$ cat src/rtl/coco_dac_mux.sv
// coco_dac_mux: CoCo sound source mux and joystick comparator DAC.
// Selects the audio source, models comparator settling after DAC/select
// changes, mixes in the 1-bit sound and slew-limits the audio output.
module coco_dac_mux #(
  parameter int                  DAC_BITS  = 6,
  parameter int                  JOY_BITS  = 8,
  parameter int                  AUD_BITS  = 12,
  parameter int                  SETTLE    = 8,
  parameter logic [AUD_BITS-1:0] SND_LEVEL = 12'h400,
  parameter int                  RAMP_STEP = 16
) (
  input  logic                  clk,
  input  logic                  reset,
  input  logic [4*JOY_BITS-1:0] joy_in,
  input  logic [DAC_BITS-1:0]   dac,
  input  logic [AUD_BITS-1:0]   cass_snd,
  input  logic [AUD_BITS-1:0]   cart_snd,
  input  logic                  snden,
  input  logic                  snd,
  input  logic                  selb,
  input  logic                  sela,
  output logic                  hilo,
  output logic                  settled,
  output logic [AUD_BITS-1:0]   sound
);

  localparam int CNT_W = (SETTLE > 0) ? $clog2(SETTLE + 1) : 1;
  localparam logic [CNT_W-1:0] CNT_MAX = CNT_W'(SETTLE);
  // A step wider than the output range behaves like "jump to target".
  localparam int unsigned AUD_MAX = (2 ** AUD_BITS) - 1;
  localparam int unsigned STEP_CLAMP =
    (RAMP_STEP > AUD_MAX) ? AUD_MAX : RAMP_STEP;
  localparam logic [AUD_BITS-1:0] STEP = STEP_CLAMP[AUD_BITS-1:0];

  // Saturating add evaluated one bit wider than the audio path.
  function automatic logic [AUD_BITS-1:0] sat_add(
    input logic [AUD_BITS-1:0] a,
    input logic [AUD_BITS-1:0] b
  );
    logic [AUD_BITS:0] s;
    s = {1'b0, a} + {1'b0, b};
    return s[AUD_BITS] ? {AUD_BITS{1'b1}} : s[AUD_BITS-1:0];
  endfunction

  // Move cur toward tgt by at most STEP, never overshooting.
  function automatic logic [AUD_BITS-1:0] slew(
    input logic [AUD_BITS-1:0] cur,
    input logic [AUD_BITS-1:0] tgt
  );
    logic [AUD_BITS-1:0] diff;
    if (RAMP_STEP == 0) return tgt;
    if (tgt > cur) begin
      diff = tgt - cur;
      return (diff > STEP) ? cur + STEP : tgt;
    end
    diff = cur - tgt;
    return (diff > STEP) ? cur - STEP : tgt;
  endfunction

  logic [1:0]          sel;
  logic [JOY_BITS-1:0] axis;
  logic                cmp;
  logic [DAC_BITS-1:0] dac_q;
  logic [1:0]          sel_q;
  logic                chg;
  logic [CNT_W-1:0]    cnt;
  logic [CNT_W-1:0]    cnt_nxt;
  logic [AUD_BITS-1:0] dac_ext;
  logic [AUD_BITS-1:0] base;
  logic [AUD_BITS-1:0] target;

  assign sel = {selb, sela};

  // Axis pick, comparator and change detection.
  always_comb begin
    axis = joy_in[JOY_BITS-1:0];
    case (sel)
      2'd0: axis = joy_in[0*JOY_BITS +: JOY_BITS];
      2'd1: axis = joy_in[1*JOY_BITS +: JOY_BITS];
      2'd2: axis = joy_in[2*JOY_BITS +: JOY_BITS];
      2'd3: axis = joy_in[3*JOY_BITS +: JOY_BITS];
      default: axis = joy_in[JOY_BITS-1:0];
    endcase
    cmp = (axis[JOY_BITS-1 -: DAC_BITS] >= dac);
    chg = (dac != dac_q) || (sel != sel_q);
    if (chg)
      cnt_nxt = CNT_MAX;
    else if (cnt != '0)
      cnt_nxt = cnt - CNT_W'(1);
    else
      cnt_nxt = cnt;
  end

  // Settle counter; hilo only samples the comparator once the count is spent.
  always_ff @(posedge clk) begin
    if (reset) begin
      dac_q   <= '0;
      sel_q   <= '0;
      cnt     <= CNT_MAX;
      settled <= (SETTLE == 0);
      hilo    <= 1'b0;
    end else begin
      dac_q   <= dac;
      sel_q   <= sel;
      cnt     <= cnt_nxt;
      settled <= (cnt_nxt == '0) && !chg;
      if (!chg && cnt == '0)
        hilo <= cmp;
    end
  end

  // Audio target: selected source plus the optional 1-bit sound level.
  always_comb begin
    dac_ext = AUD_BITS'(dac) << (AUD_BITS - DAC_BITS);
    base    = '0;
    if (snden) begin
      case (sel)
        2'd0:    base = dac_ext;
        2'd1:    base = cass_snd;
        2'd2:    base = cart_snd;
        default: base = '0;
      endcase
    end
    target = snd ? sat_add(base, SND_LEVEL) : base;
  end

  // Slew-limited audio output.
  always_ff @(posedge clk) begin
    if (reset)
      sound <= '0;
    else
      sound <= slew(sound, target);
  end

endmodule

$ cat config.mk
export PLATFORM = sky130hd
export DESIGN_NAME = coco_dac_mux
export DESIGN_NICKNAME = d
export VERILOG_FILES = /design/src/rtl/coco_dac_mux.sv
export SDC_FILE = /design/constraint.sdc
export NUM_CORES = 1
export LEC_CHECK = 0
export CORE_MARGIN = 5
export CORE_UTILIZATION = 50
export DETAILED_ROUTE_END_ITERATION = 8
export GPL_TIMING_DRIVEN = 0
export HOLD_SLACK_MARGIN = 0.15
export PLACE_DENSITY = 0.82
export SYNTH_ARGS = -nofsm -noshare
export SYNTH_HDL_FRONTEND = slang
export SYNTH_SLANG_ARGS = --single-unit
$ cat constraint.sdc
create_clock -name clk -period 6.02 [get_ports clk]
set_input_delay 0.602 -clock clk [delete_from_list [all_inputs] [get_ports clk]]
set_output_delay 0.602 -clock clk [all_outputs]
set_load 0.02 [all_outputs]
==> qor.yml <==
status:
  outcome: "finished, final reports clean"
critical_path:
  cp_slowest_cell: "clkdlybuf4s50_1"
  cp_common_cell: "a21oi_1"
  crit_path_end_kind: "flop"
  path_max_fanout: 10
  required_ns: 6.22
  arrival_ns: 5.13
  crit_family: "compound AO/OA/AOI/OAI gates"
  cp_num_buf_inv: 4
  startpoint: "sela"
  reg2reg_depth: 12
  reg2reg_from: "sound[4]$_SDFF_PP0_"
  reg2reg_slack_ns: 2.58
  criticalPathCategory: "in2reg"
  start_kind: "input port"
  cpPeakStageDelay_ns: 0.60
  worstPathCellList: "clkdlybuf4s50_1, nor2b_1, nand2_1, o21ai_0, and2_1, nand3_1, nand2_1, inv_1, ha_1, fa_1, nand2b_1, a21oi_1, o211ai_1, a21oi_1, o221ai_1, clkbuf_1, nand3_1, clkbuf_1, a21oi_1, a311oi_1"
  r2r_end: "sound[0]$_SDFFE_PP0P_"
power_and_ir_drop:
  vdd.ir_drop.worst_v: 0.000228
  intPower_mw: 0.686
  powerDensity_mw_per_mm2: 341
  power_leakage_nw: 1.67
  pwr-share-clk_pct: 8.8
  p_sw_share_pct: 49.8
  p_comb_share_pct: 73.1
  p_seq_share_pct: 18.1
  power_switching_mw: 0.681
layout:
  syn2layout_area_growth_pct: 27.7
  antenna_cells: 0
  multi_input_area_sq_mm: 0.00238
  ff_latch_area_sq_um: 520
  final_core_util_pct: 66.8
  drive_gt1_share_pct: 6.52
  fillers: 543
  layout.nets: 594
synthesis:
  ys_seq_area_share_pct: 16.6
  synthArstFlopShare_pct: 0
  syn_nets: 517
  synth_area_leader_cell: "dfxtp_1"
  ys_seq_elements: 26
  synth_area_per_cell_sq_um: 7.55
  synth_common_cells: "41 x nand2_1, 39 x inv_1, 34 x a21oi_1, 33 x ha_1, 30 x nor2_1"
  syn_inst: 415
  synth_cell_type_count: 65
  synth_ff_type: "dfxtp_1"
  synth_edf_count: 0
  yosysTopAreaCellShare_pct: 16.6
  synth.most_common_cell: "nand2_1"
  synth_warnings: 0
  synth_area_leaders: "dfxtp_1 17%, ha_1 13%, a21oi_1 5.4%, nand2_1 4.9%, inv_1 4.7%"
  syn_area_sq_mm: 0.00313
sta:
  min_period_over_period_pct: 82.0
  period_needed_ns: 4.94
  fin_setup_tns_ns: 0
  drv_slew: 0
  slew_headroom_pct: 51.7
  finalSetupViolations: 0
  rsz0062_at_grt: "no"
  hold_viol_final: 0
  fmax_mhz: 202
  clock_skew_ns: 0.00164
  worstMarginPinSlew_ns: 0.725
clock_tree:
  cts_resized: 0
  post_cts_buffers: 0
  clockBufferDepth: 2
  numCtsBuffers: 3
  cts_hold_buf: 0
  clkTransAtPathRegs_ns: 0.10
  htreeDepth: 1
  insertion_delay_ns: 0.28
  cts_tree: "built"
  clkSinkCount: 26
  cts_root_buf: "clkbuf_8"
routing:
  routed_wl_um: 8980
  routed_via_density: 5.96
  wire_per_inst_um: 15.9
  firstDrtPassIters: 5
  final_antenna_net_count: 0
  num_vias: 3375
  drc: 0
  drt_iter0_drc: 160
global_route:
  grt_usage_pct: 23.3
  antenna_found_initial: 0
  grt_overflow_total: 0
  grt_max_degree: 15
  grt_pass1_vias: 3291
  grt_pass1_wl_um: 14800
placement:
  gp_congestion: 0.890
  place_hpwl_um: 7610
  io_buffers: 72
hold_path:
  min_path_cells: 2
  min_path_type: "reg2reg"
  whs_endpoint: "cnt[1]$_SDFF_PP0_"
  hp-start: "cnt[1]$_SDFF_PP0_"
floorplan:
  core_area_sq_mm: 0.00599
  die_area_sq_mm: 0.00795
  rows: 28
  die_h_um: 89.2
  start_util_pct: 52.3
  die_w_um: 89.2
  ioPinCount: 82
run:
  maxCapViolCount: 0
[cells in the final DEF (no fill, tap or decap), drive strengths merged, types with 6 or more instances in the layout]
cell type / n
nor2: 30
mux4: 6
buf: 6
nor2b: 9
or3: 7
inv: 39
nand2: 41
ha: 33
a21oi: 35
dfxtp: 26
nand3: 12
clkdlybuf4s50: 72
nor3: 8
o21ai: 22
xor2: 11
nand2b: 7
clkbuf: 18
xnor2: 10
a22o: 8
a211oi: 13
mux2i: 9
[cell type report]
cell class | instances | area share (%)
clock buffer | 4 | 1.37
buffer | 20 | 2.19
sequential | 26 | 13.0
inverter | 39 | 3.66
multi-input combinational | 330 | 59.4
timing repair buffer | 72 | 18.0
tap | 75 | 2.34
[flip-flops by register name (all words and copies together) (netlist names)]
name	cells
settled	1
hilo	1
cnt	4
sound	12
dac_q	6
sel_q	2
[stage by stage]
stage | area, sq um | total power [mW] | instances | setup WS (ns) | hold slack [ns]
6_report | 4000 | 1.37 | 566 | 1.08 | 0.542
5_1_grt | 4000 | 1.48 | 566 | 0.629 | 0.574
4_1_cts | 4000 | 1.35 | 566 | 1.11 | 0.540
3_5_place_dp | 3950 | 1.23 | 562 | 0.823 | 0.526
3_3_place_gp | 3950 | 1.22 | 562 | 0.848 | 0.491
2_1_floorplan | 3130 | 0.966 | 415 | 1.81 | 0.491
[power groups by stage]
stage                     clock [mW]  sequential, mW  combinational [mW]
final                          0.120           0.247                1.00
after global routing           0.129           0.253                1.10
after CTS                      0.121           0.246               0.988
after detailed placement           0           0.250               0.983
after global placement             0           0.249               0.969
after floorplan                    0           0.269               0.697
[metal layers]
metal  part of all wire (%)  track usage [%]  vias up  wire (um)
met3                    6.4             2.76       25        575
met2                     49             41.9      126       4400
li1                       -                -     1657          -
met5                      0                0        -          0
met1                     42             28.3     1567       3750
met4                    2.8             8.80        0        255
[logic make-up after synthesis]
kind of cell / Yosys count / synth area share (%)
simple gates: 136 / 21.2
compound gates: 124 / 27.9
buf+inv: 59 / 7.46
fa+ha+maj: 34 / 13.8
flops: 26 / 16.6
xor+xnor: 21 / 5.87
mux: 15 / 7.19
[worst register-to-register path: cells and delay by family, from the launching register on]
kind,cells,cell delay (ns)
adders and majority gates,1,0.23
buffers and inverters,4,0.74
and+or+nand+nor,3,0.93
DFF,1,0.48
AOI/OAI and AO/OA,3,0.81
xor gates and xnor gates,1,0.15
[how the worst max path moves through the flow]
stage	end	slack, ns	cells after the start
floorplan	sound[9]$_SDFF_PP0_	1.81	16
global placement	sound[2]$_SDFFE_PP0P_	0.85	19
detailed placement	sound[1]$_SDFFE_PP0P_	0.82	20
CTS	sound[1]$_SDFFE_PP0P_	1.11	20
global route	sound[2]$_SDFFE_PP0P_	0.63	20
finish	sound[0]$_SDFFE_PP0P_	1.08	20
(Power assumes the default switching activity.)
